### src/rtl/hazard_forward_unit_if.sv
// Decode-to-execute forwarding interface: decode operand/destination info in,
// stall request and registered forward selects out.
interface hazard_forward_unit_if #(
  parameter int unsigned REG_AW = 5,
  parameter int unsigned CNT_W  = 16
);
  logic              id_valid;
  logic [REG_AW-1:0] id_rs1;
  logic [REG_AW-1:0] id_rs2;
  logic              id_use_rs1;
  logic              id_use_rs2;
  logic [REG_AW-1:0] id_rd;
  logic              id_reg_write;
  logic              id_mem_read;
  logic              flush;
  logic              stall;
  logic              EEforward1;
  logic              EEforward2;
  logic              ESEforward1;
  logic              ESEforward2;
  logic              MEforward1;
  logic              MEforward2;
  logic [CNT_W-1:0]  stall_cnt;

  modport master (
    output id_valid, id_rs1, id_rs2, id_use_rs1, id_use_rs2, id_rd, id_reg_write,
           id_mem_read, flush,
    input  stall, EEforward1, EEforward2, ESEforward1, ESEforward2, MEforward1,
           MEforward2, stall_cnt
  );

  modport slave (
    input  id_valid, id_rs1, id_rs2, id_use_rs1, id_use_rs2, id_rd, id_reg_write,
           id_mem_read, flush,
    output stall, EEforward1, EEforward2, ESEforward1, ESEforward2, MEforward1,
           MEforward2, stall_cnt
  );
endinterface

### src/rtl/hazard_forward_unit.sv
// Tracks the last two issued destinations, registers execute forward selects,
// and raises a one-cycle load-use stall with a saturating stall counter.
module hazard_forward_unit #(
  parameter int unsigned REG_AW = 5,
  parameter int unsigned CNT_W  = 16
) (
  input logic                  clk,
  input logic                  rst,
  hazard_forward_unit_if.slave bus
);

  logic              h1_valid_q, h1_rw_q, h1_mr_q;
  logic [REG_AW-1:0] h1_rd_q;
  logic              h2_valid_q, h2_rw_q, h2_mr_q;
  logic [REG_AW-1:0] h2_rd_q;

  logic [1:0]        ee_q, ese_q, me_q;
  logic [1:0]        ee_d, ese_d, me_d;
  logic [CNT_W-1:0]  cnt_q;

  logic [1:0][REG_AW-1:0] rs;
  logic [1:0]             use_rs;
  logic                   hz;
  logic                   stall;

  // x0 is hardwired zero, so it never matches a producer.
  function automatic logic slot_writes(input logic v, input logic rw,
                                       input logic [REG_AW-1:0] rd,
                                       input logic [REG_AW-1:0] r);
    return v & rw & (rd == r) & (r != '0);
  endfunction

  assign rs     = {bus.id_rs2, bus.id_rs1};
  assign use_rs = {bus.id_use_rs2, bus.id_use_rs1};

  always_comb begin
    ee_d  = '0;
    ese_d = '0;
    me_d  = '0;
    hz    = 1'b0;
    for (int k = 0; k < 2; k++) begin
      if (bus.id_valid && use_rs[k]) begin
        if (slot_writes(h1_valid_q, h1_rw_q, h1_rd_q, rs[k])) begin
          if (h1_mr_q) hz = 1'b1;
          else         ee_d[k] = 1'b1;
        end else if (slot_writes(h2_valid_q, h2_rw_q, h2_rd_q, rs[k])) begin
          if (h2_mr_q) me_d[k]  = 1'b1;
          else         ese_d[k] = 1'b1;
        end
      end
    end
  end

  assign stall = hz & ~bus.flush;

  always_ff @(posedge clk or negedge rst) begin
    if (!rst) begin
      h1_valid_q <= 1'b0;
      h1_rw_q    <= 1'b0;
      h1_mr_q    <= 1'b0;
      h1_rd_q    <= '0;
      h2_valid_q <= 1'b0;
      h2_rw_q    <= 1'b0;
      h2_mr_q    <= 1'b0;
      h2_rd_q    <= '0;
      ee_q       <= '0;
      ese_q      <= '0;
      me_q       <= '0;
      cnt_q      <= '0;
    end else begin
      h2_valid_q <= h1_valid_q;
      h2_rw_q    <= h1_rw_q;
      h2_mr_q    <= h1_mr_q;
      h2_rd_q    <= h1_rd_q;
      if (bus.flush || stall) begin
        // Killed or held instruction enters execute as a bubble.
        h1_valid_q <= 1'b0;
        h1_rw_q    <= 1'b0;
        h1_mr_q    <= 1'b0;
        h1_rd_q    <= '0;
        ee_q       <= '0;
        ese_q      <= '0;
        me_q       <= '0;
        if (stall && (cnt_q != '1)) cnt_q <= cnt_q + 1'b1;
      end else begin
        h1_valid_q <= bus.id_valid;
        h1_rw_q    <= bus.id_reg_write;
        h1_mr_q    <= bus.id_mem_read;
        h1_rd_q    <= bus.id_rd;
        ee_q       <= ee_d;
        ese_q      <= ese_d;
        me_q       <= me_d;
      end
    end
  end

  assign bus.stall       = stall;
  assign bus.EEforward1  = ee_q[0];
  assign bus.EEforward2  = ee_q[1];
  assign bus.ESEforward1 = ese_q[0];
  assign bus.ESEforward2 = ese_q[1];
  assign bus.MEforward1  = me_q[0];
  assign bus.MEforward2  = me_q[1];
  assign bus.stall_cnt   = cnt_q;

endmodule

### src/flat_wrapper.sv
// flat-port wrapper written by rule: the top's interface ports become plain ports
module hazard_forward_unit_flat 
#(
  parameter int unsigned REG_AW = 5,
  parameter int unsigned CNT_W  = 16
)
  (clk, rst, bus_id_valid, bus_id_rs1, bus_id_rs2, bus_id_use_rs1, bus_id_use_rs2, bus_id_rd, bus_id_reg_write, bus_id_mem_read, bus_flush, bus_stall, bus_EEforward1, bus_EEforward2, bus_ESEforward1, bus_ESEforward2, bus_MEforward1, bus_MEforward2, bus_stall_cnt);
  hazard_forward_unit_if #(.REG_AW(REG_AW), .CNT_W(CNT_W)) bus_i ();
  input logic clk;
  input logic rst;
  input wire logic [$bits(bus_i.id_valid)-1:0] bus_id_valid;
  input wire logic [$bits(bus_i.id_rs1)-1:0] bus_id_rs1;
  input wire logic [$bits(bus_i.id_rs2)-1:0] bus_id_rs2;
  input wire logic [$bits(bus_i.id_use_rs1)-1:0] bus_id_use_rs1;
  input wire logic [$bits(bus_i.id_use_rs2)-1:0] bus_id_use_rs2;
  input wire logic [$bits(bus_i.id_rd)-1:0] bus_id_rd;
  input wire logic [$bits(bus_i.id_reg_write)-1:0] bus_id_reg_write;
  input wire logic [$bits(bus_i.id_mem_read)-1:0] bus_id_mem_read;
  input wire logic [$bits(bus_i.flush)-1:0] bus_flush;
  output wire logic [$bits(bus_i.stall)-1:0] bus_stall;
  output wire logic [$bits(bus_i.EEforward1)-1:0] bus_EEforward1;
  output wire logic [$bits(bus_i.EEforward2)-1:0] bus_EEforward2;
  output wire logic [$bits(bus_i.ESEforward1)-1:0] bus_ESEforward1;
  output wire logic [$bits(bus_i.ESEforward2)-1:0] bus_ESEforward2;
  output wire logic [$bits(bus_i.MEforward1)-1:0] bus_MEforward1;
  output wire logic [$bits(bus_i.MEforward2)-1:0] bus_MEforward2;
  output wire logic [$bits(bus_i.stall_cnt)-1:0] bus_stall_cnt;
  assign bus_i.id_valid = bus_id_valid;
  assign bus_i.id_rs1 = bus_id_rs1;
  assign bus_i.id_rs2 = bus_id_rs2;
  assign bus_i.id_use_rs1 = bus_id_use_rs1;
  assign bus_i.id_use_rs2 = bus_id_use_rs2;
  assign bus_i.id_rd = bus_id_rd;
  assign bus_i.id_reg_write = bus_id_reg_write;
  assign bus_i.id_mem_read = bus_id_mem_read;
  assign bus_i.flush = bus_flush;
  assign bus_stall = bus_i.stall;
  assign bus_EEforward1 = bus_i.EEforward1;
  assign bus_EEforward2 = bus_i.EEforward2;
  assign bus_ESEforward1 = bus_i.ESEforward1;
  assign bus_ESEforward2 = bus_i.ESEforward2;
  assign bus_MEforward1 = bus_i.MEforward1;
  assign bus_MEforward2 = bus_i.MEforward2;
  assign bus_stall_cnt = bus_i.stall_cnt;
  hazard_forward_unit #(.REG_AW(REG_AW), .CNT_W(CNT_W)) u_core (.clk(clk), .rst(rst), .bus(bus_i));
endmodule
### config.mk
export PLATFORM = sky130hd
export DESIGN_NAME = hazard_forward_unit_flat
export DESIGN_NICKNAME = d
export VERILOG_FILES = /design/src/rtl/hazard_forward_unit_if.sv /design/src/rtl/hazard_forward_unit.sv /design/src/flat_wrapper.sv
export SDC_FILE = /design/constraint.sdc
export NUM_CORES = 1
export LEC_CHECK = 0
export CORE_MARGIN = 2
export CORE_UTILIZATION = 29
export DETAILED_ROUTE_END_ITERATION = 10
export PLACE_DENSITY = 0.64
export SYNTH_ARGS = -nofsm -noshare
export SYNTH_HDL_FRONTEND = slang
export SYNTH_SLANG_ARGS = --single-unit
### constraint.sdc
create_clock -name clk -period 1.8 [get_ports clk]
set_clock_uncertainty 0.15 [all_clocks]
set_input_delay 0.27 -clock clk [delete_from_list [all_inputs] [get_ports clk]]
set_output_delay 0.27 -clock clk [all_outputs]
set_load 0.02 [all_outputs]
==> results of run 1 <==
power by group:
group / switching [µW] / internal, µW
Clock: 304 / 591
Combinational: 119 / 146
Sequential: 18.9 / 872
through the flow:
stage	worst slack [ps]	std cells	util, %
2_1_floorplan	-37.6	170	-
3_3_place_gp	-975	339	44.8
3_5_place_dp	-1020	339	44.8
4_1_cts	-320	351	50.2
5_1_grt	-446	352	52.5
6_report	-339	352	52.5
state kept, by name (all words and copies together) (netlist names):
name / cells
u_core.ee_q: 2
u_core.h1_mr_q: 1
u_core.me_q: 2
u_core.h1_rd_q: 5
u_core.bus.stall_cnt: 16
u_core.h2_rd_q: 5
u_core.h1_rw_q: 1
u_core.h2_valid_q: 1
u_core.h2_rw_q: 1
u_core.h2_mr_q: 1
u_core.h1_valid_q: 1
u_core.ese_q: 2
Yosys cell counts (all sizes together), types with 2 or more instances:
library cell	number	share of area, %
nor4	2	0.67
nand2	13	2.6
or4	4	1.8
and2	8	2.7
nor2	10	2.0
clkbuf	2	0.40
a21oi	3	1.0
nand3	16	4.3
xnor2	33	15
dfrtp	38	51
and3	2	0.67
nor3	8	2.7
xor2	2	0.93
nor2b	2	0.67
nand4	8	3.0
and4	3	1.4
o211ai	3	2.0
nor3b	3	1.5
worst paths after layout:
kind / end
min in group clk: u_core.h2_rd_q[4]
max in group asynchronous: u_core.bus.stall_cnt[8]
worst min-delay path: u_core.h1_rd_q[1]
worst min register to register: u_core.h2_rd_q[4]
worst max-delay path: bus_stall
worst max register to register: u_core.bus.stall_cnt[8]
cells by family (layout without fill, tap and decap cells):
logic type,count (synthesis),in the layout,share of synthesized area (%)
AOI/OAI and AO/OA,10,10,5.94
xor gates and xnor gates,35,35,16.4
adders and majority gates,1,1,0.667
buffers and inverters,3,108,0.667
DFF,38,38,50.7
muxes,1,1,0.601
and+or+nand+nor,82,82,25.0
layer usage:
| layer | vias up | track usage, % |
|---|---|---|
| li1 | 810 | - |
| met1 | 776 | 18.5 |
| met2 | 58 | 24.9 |
| met3 | 16 | 2.56 |
| met4 | 0 | 6.35 |
| met5 | - | 0 |
area by class of cell:
class | count | area, µm² | area share [%]
Clock buffer | 6 | 82.6 | 2.49
Clock inverter | 2 | 60.1 | 1.81
Multi-Input combinational cell | 129 | 1210 | 36.6
Sequential cell | 38 | 963 | 29.1
Tap cell | 77 | 96.3 | 2.91
Timing Repair Buffer | 100 | 900 | 27.1
placed cells by master, fill, tap and decap left out, types with 9 or more instances in the layout:
cell type	n
nand2_1	9
clkdlybuf4s50_1	21
dfrtp_2	10
xnor2_2	10
buf_4	46
buf_6	9
dfrtp_1	28
xnor2_1	21
what timing repair did:
| action | in CTS | in global routing |
|---|---|---|
| setup endpoints to repair | 34 | 38 |
| resized for setup | 65 | 35 |
| pin swaps | 17 | 32 |
| cloned | 1 | 0 |
| buffers inserted | 4 | 2 |
==> run summary, run 1 <==
status: complete, but fails checks
failing checks: negative setup slack
DIE AREA: 0.00712 mm²
Fillers: 552
Critical path origin: u_core.h1_rd_q[1]
share of layout cells above drive strength 1: 46.9%
Max Clk Rate: 468 MHz
Power Total: 2050 µW
wirelength, routed: 5.06 mm
distinct cell type count after synthesis: 33
Synth Cell Area: 0.00187 mm²
slowest cell delay on critical path: 410 ps
Min-Delay Path Class: input pin to async pin
Post-DP Area: 0.00283 mm²
first-pass GRT wire length: 8.38 mm
Die Y: 84.4 µm
Residual DRC: 0
Post-DP HPWL: 3.62 mm
Starting DRT DRC Count: 73
gpl congestion: 0.851
Final Max Slew Viols: 0
YS warnings: 0
Final min period: 2140 ps
clk_lat worst skew: 290 ps
Syn-to-layout area delta: 76.9%
actual slew at the worst max-slew pin: 465 ps
largest net degree at the start of global routing: 39
WL met2: 2.54 mm
ant diodes: 0
clk slew on worst S/H paths: 70 ps
Req. time, crit path: 1380 ps
setup ws final: -339 ps
vias in the first global route: 1,757
main flop type after synthesis: dfrtp_1
number of detailed-route iterations in the first pass: 4
Synth Area per Inst: 11.0 µm²
die width: 84.4 µm
Worst R2R Path Depth: 7
Leak: 0.00155 µW
IO Port Bufs: 45
endpoints failing hold: 0
Startpoint Class: flip-flop
routed wire length per instance: 14.4 µm
worst-path fanout max: 2
Max Cap Viol: 0
# hold bufs at CTS: 0
Crit. path cell count: 7
Synth Register Bits: 38
CTS sink count: 38
r2r startpoint: u_core.h1_rd_q[1]
pwr dens: 619 mW/mm²
Crit Path Class: flip-flop to primary output
final setup violation count: 29
Cells after Synth: 170
metal1 wirelength: 2.10 mm
Worst R2R Setup Slack: -260 ps
WL met3: 260 µm
vias per cell: 4.72
Post-synth ARST share: 100%
total CTS buffers: 5
Top Metal Used: met4
Seq/Total Area, Yosys: 50.7%
Initial Util: 29.7%
WP buf/inv: 2
H-tree depth: 2
TritonCTS clock tree: done
Final Instance Area: 0.00332 mm²
Clk Tree Root Cell: clkbuf_8
crit-path cells: buf_6 -> xnor2_4 -> nand2_2 -> nor4_4 -> nor2_1 -> nor2_2 -> buf_6
Tcrit/Tclk final: 119%
fin nets: 298
Worst path slowest cell: dfrtp_1
Worst Path Arrival: 1720 ps
Vias: 1,660
cell mode on critical path: buf_6
Ports: 46
FP Rows: 29
WHS: 200 ps
VDD IR max: 0.483 mV
delay-heaviest family, CP: simple AND/OR/NAND/NOR gates
Overflow after GRT: 0
Final ANT Viol Nets: 0
endpoint class of the critical path: primary output
Core Area: 0.00631 mm²
initial antenna violation count: 0
Setup TNS: -5040 ps
RSZ-0062 raised after global routing: yes
Overall Global Routing Usage: 14.7%
slew margin rel.: 68.7%
clk buf depth: 2
number of enable flip-flop cells after synthesis: 0
Synth Net Count: 194
Note: power is estimated with default switching activity, not from simulation.
==> run 2, diff against run 1 <==
Settings changed: CORE_MARGIN 2 to 5, GPL_TIMING_DRIVEN set to 0.
==> run 2 against run 1 <==
Compared with the run above:
- the run still ends with negative setup slack left
- register-to-register slack better by 50 ps
- non-clock buffer count decreased by 39
- first-iteration DRC count down 30%
- design area shrank 13%
- maximum frequency rose by 1.3%
- core utilization shrank 6.9 points
- flip-flop and latch count unchanged
- sequential power grew 0.7%
- final cell count fell by 11%
==> run summary, run 2 (synthesis results as in run 1) <==
endpoints failing hold: 0 (unchanged)
clk slew on worst S/H paths: 70 ps (about the same)
actual slew at the worst max-slew pin: 846 ps (+381 ps)
Clk Tree Root Cell: clkbuf_8
Starting DRT DRC Count: 51 (-30%)
Residual DRC: 0 (unchanged)
combinational share of power: 11.9% (-1.1 points)
IO Port Bufs: 44 (-2.2%)
CTS sink count: 38 (unchanged)
ant diodes: 0 (unchanged)
Worst Path Arrival: 1690 ps (-30 ps)
failing checks: negative setup slack
Post-DP HPWL: 3.25 mm (-10%)
met2 GRT Util: 19.7% (-5.2 points)
Max Cap Viol: 0 (unchanged)
Final Instance Area: 0.00288 mm² (-13%)
gpl congestion: 0.810 (-4.8%)
largest net degree at the start of global routing: 39 (unchanged)
slew margin rel.: 43.6% (-25 points)
fin nets: 259 (-13%)
busiest grt layer: met2
status: complete, but fails checks
number of detailed-route iterations in the first pass: 4 (unchanged)
RSZ-0062 raised after global routing: yes
wirelength, routed: 4.66 mm (-7.8%)
Internal: 1280 µW (-20%)
DIE AREA: 0.00817 mm² (+15%)
share of layout cells above drive strength 1: 38.1% (-8.8 points)
commonest non-fill, non-tap cell in the layout: dfrtp_1
Final Max Slew Viols: 0 (unchanged)
VDD IR max: 0.263 mV (-46%)
first-pass GRT wire length: 7.58 mm (-9.6%)
Crit Path Class: flip-flop to primary output
Min-Delay Path Class: flip-flop to flip-flop
Startpoint Class: flip-flop
H-tree depth: 2 (unchanged)
FP Rows: 29 (unchanged)
total CTS buffers: 5 (unchanged)
setup ws final: -312 ps (+26.5 ps)
endpoint class of the critical path: primary output
worst-path fanout max: 3 (+1)
Vias: 1,537 (-7.4%)
most frequent cells in the layout: 27 x dfrtp_1, 26 x xnor2_1, 25 x clkdlybuf4s50_1, 11 x dfrtp_2, 10 x buf_4
power share of the clock group: 35.0% (-8.6 points)
Die Y: 90.4 µm (+7.1%)
Leak: 0.00114 µW (-26%)
TritonCTS clock tree: done
Final min period: 2110 ps (-26.5 ps)
max reg flops: 16 (unchanged)
sequential share of power: 53.1% (+9.7 points)
Fillers: 596 (+8.0%)
vias in the first global route: 1,664 (-5.3%)
Final ANT Viol Nets: 0 (unchanged)
Max Clk Rate: 473 MHz (+1.3%)
Ports: 46 (unchanged)
Tcrit/Tclk final: 117% (-1.5 points)
Core Area: 0.00631 mm² (unchanged)
Overflow after GRT: 0 (unchanged)
Overall Global Routing Usage: 11.4% (-3.3 points)
final setup violation count: 27 (-6.9%)
Util after Layout: 45.6% (-6.9 points)
Post-DP Area: 0.00244 mm² (-14%)
die width: 90.4 µm (+7.1%)
GR Util met1: 12.4% (-6.2 points)
Initial Util: 29.7% (unchanged)
sw frac: 24.1% (+2.5 points)
pwr dens: 587 mW/mm² (-5.2%)
initial antenna violation count: 0 (unchanged)
routed wire length per instance: 14.9 µm (+3.7%)
Psw: 406 µW (-8.0%)
vias per cell: 4.91 (+4.1%)
clk buf depth: 2 (unchanged)
Req. time, crit path: 1380 ps (about the same)
Syn-to-layout area delta: 53.5%
Power Total: 1690 µW (-18%)
clk_lat worst skew: 290 ps (about the same)
M3 GR Usage: 3.00% (+0.44 points)
[run 2: changes by cell type in the layout (fill, tap and decap cells not counted), sizes merged]
cell           delta
dlymetal6s2s      -7
clkdlybuf4s50     +4
dlygate4sd3       +1
bufinv            -2
buf              -34
clkinv            +1
clkdlybuf4s15     -2
[run 2: worst max-delay path: stages, from the launching register on]
cell	delay (ps)
dfrtp_2	450
xnor2_2	180
nand3_2	130
nor4_4	310
nor2_1	80
nor2_2	120
buf_6	130
[run 2: repair_timing]
action | 4_1_cts | 5_1_grt
pin swaps | 33 | 23
hold endpoints to repair | 38 | 0
cloned | 0 | 1
setup buffers | 11 | 3
setup endpoints to repair | 32 | 30
resized for setup | 76 | 29
hold buffers | 1 | 0
[run 2: layout make-up]
type                    count  area, µm²  share of cell area, %
plain buffers               2       15.0                  0.522
repair buffers             59        554                   19.3
flip-flops and latches     38        965                   33.5
clock buffers               7       86.3                   3.00
well taps                  77       96.3                   3.35
clock inverters             1       5.00                  0.174
multi-input cells         129       1160                   40.2
[run 2: path summary, 6_finish.rpt]
check / start / endpoint / slack (ps) / depth (start not counted)
worst max-delay path: u_core.h1_rd_q[2] / bus_stall / -310 / 6
worst min-delay path: u_core.h1_rd_q[4] / u_core.h2_rd_q[4] / 290 / 0
worst max register to register: u_core.h2_rd_q[1] / u_core.ese_q[0] / -210 / 5
worst min register to register: u_core.h1_rd_q[4] / u_core.h2_rd_q[4] / 290 / 0
max in group asynchronous: rst / u_core.bus.stall_cnt[6] / 440 / 2
min in group asynchronous: rst / u_core.h1_rd_q[1] / 470 / 2
[run 2: power groups by stage]
stage | Combinational, µW | Sequential [µW] | Clock, µW
after floorplan | 75.0 | 903 | 0
after global placement | 164 | 906 | 0
after detailed placement | 165 | 907 | 0
after CTS | 191 | 892 | 613
after global routing | 217 | 899 | 656
final | 201 | 897 | 591
[run 2: routing by layer]
| metal | part of all wire, % | up-vias |
|---|---|---|
| li1 | - | 730 |
| met1 | 39 | 743 |
| met2 | 51 | 49 |
| met3 | 5.9 | 15 |
| met4 | 3.6 | 0 |
| met5 | 0 | - |
[run 2: metrics by stage]
stage / instances / setup slack, ps / TNS, ps / hold slack [ps]
floorplan: 170 / -37.6 / -50.9 / -176
global placement: 291 / -1170 / -42250 / 210
detailed placement: 291 / -1140 / -18870 / 221
CTS: 311 / -295 / -3340 / 237
global route: 313 / -382 / -6360 / 318
finish: 313 / -312 / -2920 / 289
